## src/rtl/seq_presenter.sv

```systemverilog
// seq_presenter: plays one round of the memory game's digit sequence.
// A pseudo-random address chain is walked through an external digit ROM.
// Each digit is flashed for ON_CYC cycles, followed by OFF_CYC blank cycles.
// The countdown is then loaded and the block waits for the round outcome.
// Optional build macro: REPLAY_EN -- allows a single re-show of the
// sequence per round from the ARMED state.
module seq_presenter #(
  parameter int DIGIT_W   = 4,
  parameter int ADDR_W    = 5,
  parameter int LVL_W     = 4,
  parameter int LEN_W     = 4,
  parameter int BASE_LEN  = 2,
  parameter int MAX_LEN   = 15,
  parameter int ROM_LAT   = 2,
  parameter int ON_CYC    = 50000000,
  parameter int OFF_CYC   = 50000000,
  parameter int TIME_BASE = 25,
  parameter int TIME_STEP = 5
) (
  input  logic               i_clock,
  input  logic               i_rst,
  input  logic               i_start,
  input  logic [LVL_W-1:0]   i_level,
  input  logic [ADDR_W-1:0]  i_seed,
  input  logic               i_abort,
  input  logic               i_win,
  input  logic               i_lose,
  input  logic               i_time_up,
  input  logic               i_replay,
  input  logic [DIGIT_W-1:0] i_rom_q,
  output logic [ADDR_W-1:0]  o_rom_addr,
  output logic               o_rom_rd,
  output logic [DIGIT_W-1:0] o_disp_digit,
  output logic               o_disp_valid,
  output logic               o_digit_strobe,
  output logic               o_seq_done,
  output logic               o_time_load,
  output logic [7:0]         o_time_val,
  output logic               o_stop,
  output logic               o_busy
);

  // One shared phase counter covers the ROM wait, the on time and the off time.
  localparam int CNT_MAX_A = (ON_CYC > OFF_CYC) ? ON_CYC : OFF_CYC;
  localparam int CNT_MAX   = (CNT_MAX_A > ROM_LAT) ? CNT_MAX_A : ROM_LAT;
  localparam int CNT_W     = (CNT_MAX < 2) ? 1 : $clog2(CNT_MAX + 1);

  typedef enum logic [2:0] {
    S_IDLE,
    S_FETCH,
    S_SHOW,
    S_GAP,
    S_ARMED,
    S_HALT
  } state_t;

  state_t              r_state;
  state_t              w_state_next;

  logic [CNT_W-1:0]    r_cnt;
  logic [ADDR_W-1:0]   r_addr;
  logic [ADDR_W-1:0]   r_seed;
  logic [LVL_W-1:0]    r_level;
  logic [DIGIT_W-1:0]  r_prev;
  logic [DIGIT_W-1:0]  r_digit;
  logic [LEN_W-1:0]    r_len;
  logic [7:0]          r_time_val;

  logic                w_start_ok;
  logic                w_fetch_done;
  logic                w_step_addr;
  logic                w_replay_go;
  logic                w_cnt_hold;

`ifdef REPLAY_EN
  logic                r_replay_ok;
`else
  logic                w_unused_replay;
  assign w_unused_replay = i_replay;
`endif

  // Sequence length for a level, clamped to MAX_LEN.
  function automatic logic [LEN_W-1:0] f_len(input logic [LVL_W-1:0] lv);
    logic [15:0] s;
    s = 16'(BASE_LEN) + 16'(lv);
    return (s > 16'(MAX_LEN)) ? LEN_W'(MAX_LEN) : LEN_W'(s);
  endfunction

  // Countdown seed in seconds, computed in 12 bits then saturated to 8.
  function automatic logic [7:0] f_time(input logic [LVL_W-1:0] lv);
    logic [11:0] t;
    t = 12'(TIME_BASE) + 12'(lv) * 12'(TIME_STEP);
    return (t > 12'd255) ? 8'hFF : 8'(t);
  endfunction

  assign o_rom_addr   = r_addr;
  assign o_disp_digit = r_digit;
  assign o_time_val   = r_time_val;

  // State register.
  always_ff @(posedge i_clock or negedge i_rst) begin
    if (!i_rst) begin
      r_state <= S_IDLE;
    end else begin
      r_state <= w_state_next;
    end
  end

  // Next-state decode and per-state strobes.
  always_comb begin
    w_state_next   = r_state;
    w_start_ok     = 1'b0;
    w_fetch_done   = 1'b0;
    w_step_addr    = 1'b0;
    w_replay_go    = 1'b0;
    o_rom_rd       = 1'b0;
    o_disp_valid   = 1'b0;
    o_digit_strobe = 1'b0;
    o_seq_done     = 1'b0;
    o_time_load    = 1'b0;
    o_stop         = 1'b0;
    o_busy         = (r_state != S_IDLE);
    case (r_state)
      S_IDLE: begin
        if (i_start && (i_level != '0)) begin
          w_start_ok   = 1'b1;
          w_state_next = S_FETCH;
        end
      end
      S_FETCH: begin
        o_rom_rd = (r_cnt == '0);
        if (i_abort) begin
          w_state_next = S_IDLE;
        end else if (r_cnt == CNT_W'(ROM_LAT)) begin
          // rom_q answers ROM_LAT cycles after the strobe cycle.
          w_fetch_done = 1'b1;
          w_state_next = S_SHOW;
        end
      end
      S_SHOW: begin
        o_disp_valid   = 1'b1;
        o_digit_strobe = (r_cnt == '0);
        if (i_abort) begin
          w_state_next = S_IDLE;
        end else if (r_cnt == CNT_W'(ON_CYC - 1)) begin
          w_state_next = S_GAP;
        end
      end
      S_GAP: begin
        if (i_abort) begin
          w_state_next = S_IDLE;
        end else if (r_cnt == CNT_W'(OFF_CYC - 1)) begin
          if (r_len == '0) begin
            o_seq_done   = 1'b1;
            o_time_load  = 1'b1;
            w_state_next = S_ARMED;
          end else begin
            w_step_addr  = 1'b1;
            w_state_next = S_FETCH;
          end
        end
      end
      S_ARMED: begin
        if (i_win || i_lose || i_time_up) begin
          w_state_next = S_HALT;
        end else if (i_abort) begin
          w_state_next = S_IDLE;
`ifdef REPLAY_EN
        end else if (i_replay && r_replay_ok) begin
          w_replay_go  = 1'b1;
          w_state_next = S_FETCH;
`endif
        end
      end
      S_HALT: begin
        o_stop       = 1'b1;
        w_state_next = S_IDLE;
      end
      default: begin
        w_state_next = S_IDLE;
      end
    endcase
  end

  // The phase counter restarts on every state change and idles outside timed states.
  assign w_cnt_hold = (w_state_next != r_state) || (r_state == S_IDLE) ||
                      (r_state == S_ARMED) || (r_state == S_HALT);

  // Phase counter for FETCH, SHOW and GAP.
  always_ff @(posedge i_clock or negedge i_rst) begin
    if (!i_rst) begin
      r_cnt <= '0;
    end else if (w_cnt_hold) begin
      r_cnt <= '0;
    end else begin
      r_cnt <= r_cnt + CNT_W'(1);
    end
  end

  // Round setup, address chain, digit capture and length bookkeeping.
  always_ff @(posedge i_clock or negedge i_rst) begin
    if (!i_rst) begin
      r_addr     <= '0;
      r_seed     <= '0;
      r_level    <= '0;
      r_prev     <= '0;
      r_digit    <= '0;
      r_len      <= '0;
      r_time_val <= '0;
    end else begin
      if (w_start_ok) begin
        r_seed     <= i_seed;
        r_level    <= i_level;
        r_addr     <= i_seed;
        r_prev     <= '0;
        r_len      <= f_len(i_level);
        r_time_val <= f_time(i_level);
      end
      if (w_fetch_done) begin
        r_digit <= i_rom_q;
        r_prev  <= i_rom_q;
        r_len   <= r_len - LEN_W'(1);
      end
      if (w_step_addr) begin
        // All operands zero-extended; the sum wraps at 2^ADDR_W.
        r_addr <= r_addr + r_seed + ADDR_W'(r_level) + ADDR_W'(r_prev);
      end
      if (w_replay_go) begin
        r_addr <= r_seed;
        r_prev <= '0;
        r_len  <= f_len(r_level);
      end
    end
  end

`ifdef REPLAY_EN
  // One re-show allowed per round; armed at start, spent on the first replay.
  always_ff @(posedge i_clock or negedge i_rst) begin
    if (!i_rst) begin
      r_replay_ok <= 1'b0;
    end else if (w_start_ok) begin
      r_replay_ok <= 1'b1;
    end else if (w_replay_go) begin
      r_replay_ok <= 1'b0;
    end
  end
`endif

endmodule

```

## config.mk

```make
export PLATFORM = sky130hd
export DESIGN_NAME = seq_presenter
export DESIGN_NICKNAME = d
export VERILOG_FILES = /design/src/rtl/seq_presenter.sv
export SDC_FILE = /design/constraint.sdc
export NUM_CORES = 1
export LEC_CHECK = 0
export ABC_AREA = 0
export CORE_AREA = 3 3 85 87
export DETAILED_ROUTE_END_ITERATION = 7
export DIE_AREA = 0 0 88 90
export HOLD_SLACK_MARGIN = 0.1
export PLACE_DENSITY = 0.9
export SYNTH_ARGS = -nofsm -noshare
export SYNTH_HDL_FRONTEND = slang
export SYNTH_SLANG_ARGS = --single-unit
```

## constraint.sdc

```tcl
create_clock -name i_clock -period 3.14 [get_ports i_clock]
set_clock_uncertainty 0.2 [all_clocks]
set_input_delay 0.471 -clock i_clock [delete_from_list [all_inputs] [get_ports i_clock]]
set_output_delay 0.471 -clock i_clock [all_outputs]
set_load 0.02 [all_outputs]
```

* Yosys cells after proc, flatten, opt, wreduce, memory -nomap -nowiden *
Index checks and enable logic that the tools add are counted.

word-level totals
  word-level logic and storage cells = 77
  input port bits = 21
  flip-flop bits (word level) = 63

operators by class
  reduce and logical (&&, ||, !) cells = 13
  eq/ne operators = 8
  $lt $le $gt $ge = 2
  multiplexer cells = 37
  $mul = 1
  $add $sub $neg = 7

operator list
  kind                                                                     count
  3-bit two-way mux                                                        10
  26-bit by 1-bit adder with 26-bit output (second input constant)         1
  26-bit by 2-bit equality test with 1-bit output (second input constant)  1
  26-bit equality test (second input constant)                             1
  26-bit zero test                                                         1
  26-bit two-way mux                                                       1
  4-bit two-way mux                                                        5
  1-bit two-way mux                                                        17
  3-bit case mux with 5 select lines                                       1
  5-bit by 4-bit adder with 5-bit output                                   2
  5-bit two-way mux                                                        2
  5-bit by 7-bit adder with 8-bit output (first input constant)            1
  8-bit > comparator (second input constant)                               1
  8-bit two-way mux                                                        1
  4-bit by 3-bit multiplier with 7-bit output (second input constant)      1
  3-bit by 2-bit equality test with 1-bit output (second input constant)   2
  3-bit equality test (second input constant)                              2
  2-bit by 4-bit adder with 5-bit output (first input constant)            1
  5-bit adder                                                              1
  5-bit by 4-bit > comparator with 1-bit output (second input constant)    1
  1-bit logical OR                                                         5
  4-bit zero test                                                          1
  2-bit nonzero test                                                       2
  4-bit nonzero test                                                       1
  6 further kinds                                                          6

* Logic depth before layout (Yosys ltp) *
  depth in word-level cells = 10
  gate-level depth with buffers = 10
  mapped depth without buffers = 10

* Least setup slack after synthesis *
No wires, ideal clock.

  path kind = register -> register
  start = reg r_addr[1] (netlist: o_rom_addr[1])
  end = reg r_addr[3] (netlist: o_rom_addr[3])
  required time = 2.861 ns
  setup slack = 0.536 ns
  library setup time = 0.079 ns
  data arrival time = 2.325 ns
  buffers on the path = 0
  stages on the path, launching flop included = 8
  cell sequence = dfrtp_1 -> fa_1 -> fa_1 -> ha_1 -> inv_1 -> fa_1 -> xor2_1 -> mux2i_1

on the way
  longest elaborated chain between the ends = 4

ends and longest elaborated chain
  element                                              RTL line  RTL
  from (decl)                                          61        logic [ADDR_W-1:0] r_addr;
  from (signal assigned)                               214       r_addr <= i_seed;
  from (signal assigned)                               226       r_addr <= r_addr + r_seed + ADDR_W'(r_level) + ADDR_W'(r_prev);
  from (signal assigned)                               229       r_addr <= r_seed;
  5-bit adder                                          226
  5-bit by 4-bit adder with 5-bit output (2 in a row)  226
  5-bit two-way mux                                    224       if (w_step_addr) begin

No other way between the ends.
A chain may end at the register's enable or synchronous reset.

* Worst setup path after layout *
  start = reg r_cnt[13]
  end = out o_rom_rd

on the way
  longest elaborated chain between the ends = 2

ends and longest elaborated chain
  element                 RTL line  RTL
  from (decl)             60        logic [CNT_W-1:0] r_cnt;
  from (signal assigned)  196       r_cnt <= r_cnt + CNT_W'(1);
  26-bit zero test        131       o_rom_rd = (r_cnt == '0);
  1-bit two-way mux       123       case (r_state)
  to (decl)               32        output logic o_rom_rd,

No other way between the ends.

==> results.toml <==
[layout]
area_growth_pct = 22.6
design.final.nets = 479
post_route_cells_drive_above_1_share = 0.118
postLayoutCellArea_sq_um = 4450
n_antenna_cell = 0
finalNonFillerCells = 511

[pwr]
power_leakage_nw = 2.03
post-layout-total-power_mw = 2.58
power_density_nw_per_um2 = 578
vdd_ir_drop_max_mv = 0.365

[clock_network]
clkSlewWorstSetupHoldPaths_ns = 0.07
clock_insertion_delay_worst_skew_ns = 0.33
htreeDepth = 3
clk_root_buffer_cell = "clkbuf_8"
cts-buffers-inserted = 9
clock_path_buffers = 2
cts.sinks = 63
cts_tree = "done"

[setup_path]
cell_at_the_slowest_stage_of_the_critical_path = "or4_1"
setup.worst_path.class = "reg2out"
worstSetupEndpointType = "primary output"
crit_fanout = 4
cpLargestDelayFamily = "simple AND/OR/NAND/NOR gates"
crit_arrival_ns = 2.33
crit_path_launch_type = "register"
cp.required_ns = 2.47
worstPathBufferInverterCount = 1
critical_path.cell_chain = "nor4_2 -> nand4_1 -> or4_1 -> nor3b_1 -> dlygate4sd2_1"
max_stage_delay_ns = 0.49

[synthesis]
syn-num-nets = 418
synth_top_area_share = 0.434
number_of_synthesized_register_bits = 63
synth_area_sq_um = 3630
netlist_top_cells_count = "dfrtp_1, nand2_1, nor2_1"
netlist_top_cells_area = "dfrtp_1, ha_1, fa_1"
synth_enable_flop_cells = 0
synth_seq_area_share = 0.434
yosys.cell_count.top_type = "dfrtp_1"
synth.avg_cell_area_sq_um = 9.87
synthArstFlopShare = 1.00
synthesis.yosys.warnings = 0
netlist_instances = 368
synth_top_cell_by_area = "dfrtp_1"
yosysUniqueCellTypes = 46
ys.flop_type = "dfrtp_1"

[job]
max_cap_viol_count = 0

[sta]
max_clock_freq_mhz = 333
slew-limit-headroom = 0.599
final_hold_violating_endpoints = 0
worst_pin_slew_ns = 0.601
final-max-slew-violation-count = 0
setup_viol = 0
setup-tns-final_ns = 0
finalCritPeriodShare = 0.957
grt_setup_unrepaired = "false"
timing.final.crit_period_ns = 3.00
finalWorstSetupSlack_ns = 0.135

[placement]
gp_congestion = 0.876
detailedPlacementHpwl_um = 5620
port-buffer-count = 43
postPlaceCellArea_sq_um = 4210
numPlacedInstances = 492
place_worst_setup_slack_ns = 0.128

[global_routing]
antenna_violations_before_repair = 0
first_global_vias = 3038
grt_first_pass_wirelength_um = 13800
grt_start_max_net_pins = 29
grt_usage = 0.222
grt.overflow.total = 0

[die]
core_sq_um = 6420
placement_rows = 29
die_height_um = 90
floorplan.die_area_sq_um = 7920
io_pins = 45
chipWidth_um = 88
initial_core_util = 0.566

[drt]
drtPass1Iterations = 7
finalWirelength_um = 8080
wl_per_cell_um = 15.8
drt_drc_violations_left = 0
dr.first_iter.drc_count = 223
via_count = 2914
route.antenna.remaining_nets = 0
avgViaCountPerCell = 5.70

[run_status]
status = "completed"

[hold_path]
hold_path.class = "reg2reg"
-- flip-flops by register name, summed over array words and instances, names as in the netlist --
| register | cells |
|---|---|
| o_time_val | 8 |
| r_level | 4 |
| r_state | 3 |
| r_prev | 4 |
| r_len | 4 |
| r_seed | 5 |
| r_cnt | 26 |
| o_rom_addr | 5 |
| o_disp_digit | 4 |
-- kinds of logic (layout without fill, tap and decap cells) --
family | Yosys count | after routing | synth area share
and+or+nand+nor | 154 | 154 | 0.212
DFF | 63 | 63 | 0.434
AOI/OAI and AO/OA | 41 | 41 | 0.0754
buffers and inverters | 36 | 102 | 0.0458
xor gates and xnor gates | 35 | 35 | 0.0844
adders and majority gates | 29 | 29 | 0.118
muxes | 10 | 10 | 0.0296
-- through the flow --
step,hold slack (ns),util
finish,0.279,0.693
global route,0.314,0.693
CTS,0.285,0.689
detailed placement,0.270,0.655
global placement,0.260,0.655
floorplan,-0.0246,-
-- cell type report --
cell class	count	area [sq um]
clock buffer	13	149
clock inverter	3	42.5
fill	451	1970
inverter	22	82.6
multi-input combinational	269	1920
sequential	63	1580
tap	77	96.3
timing repair buffer	64	582
-- cells in the final DEF (no fill, tap or decap), types with 2 or more instances in the layout --
master,synthesis,routed
dfrtp_1,63,63
clkbuf_1,5,3
a22o_1,4,4
inv_1,22,22
clkbuf_8,0,10
nor2b_1,6,6
nor3_1,7,7
mux2_2,6,6
and2_1,2,2
nor4_2,0,5
nand4_1,5,5
buf_4,3,20
xor2_1,17,17
nand2_1,48,48
mux2i_1,4,4
o31ai_1,2,2
nor4_1,7,2
nor2_1,43,43
o21ai_0,12,12
nor3b_1,2,2
ha_1,20,20
a21oi_1,9,9
a221o_1,2,2
fa_1,9,9
a21boi_0,4,4
and3_1,8,8
nand3_1,14,14
xnor2_1,18,18
dlygate4sd2_1,0,3
or4_1,2,2
clkdlybuf4s50_1,0,38
-- worst paths after layout --
check                                          start  slack (ns)                   endpoint  cells after the start
max                              r_cnt[13]$_DFF_PN0_        0.14                   o_rom_rd                      5
max reg2reg                o_rom_addr[1]$_DFFE_PN0P_        0.49  o_rom_addr[3]$_DFFE_PN0P_                      7
min reg2reg                o_time_val[1]$_DFFE_PN0P_        0.28  o_time_val[1]$_DFFE_PN0P_                      2
min in group asynchronous                      i_rst        0.48  o_time_val[3]$_DFFE_PN0P_                      2
max in group asynchronous                      i_rst        1.54        r_cnt[11]$_DFF_PN0_                      3
min                        o_time_val[1]$_DFFE_PN0P_        0.28  o_time_val[1]$_DFFE_PN0P_                      2
-- what timing repair did --
action	in CTS	in global routing
setup endpoints to repair	4	3
resized for setup	7	4
hold buffers	1	0
pin swaps	1	1
hold endpoints to repair	26	0
buffers inserted	1	1
-- worst min-delay path, cell delays in order, from the launching register on --
cell and delay (ns):
dfrtp_1 0.34, nand2_1 0.05, nand2_1 0.06
-- report_power, final --
part           switching [mW]  internal, mW
combinational           0.443         0.420
sequential             0.0968         0.930
clock                   0.298         0.388
-- routing by layer --
| layer | GRT usage | vias up | share of wire |
|---|---|---|---|
| met3 | 0.0448 | 11 | 0.043 |
| met5 | 0 | - | 0 |
| met2 | 0.353 | 74 | 0.50 |
| met4 | 0.0806 | 0 | 0.016 |
| li1 | - | 1364 | - |
| met1 | 0.297 | 1465 | 0.44 |
(Power assumes the default switching activity.)
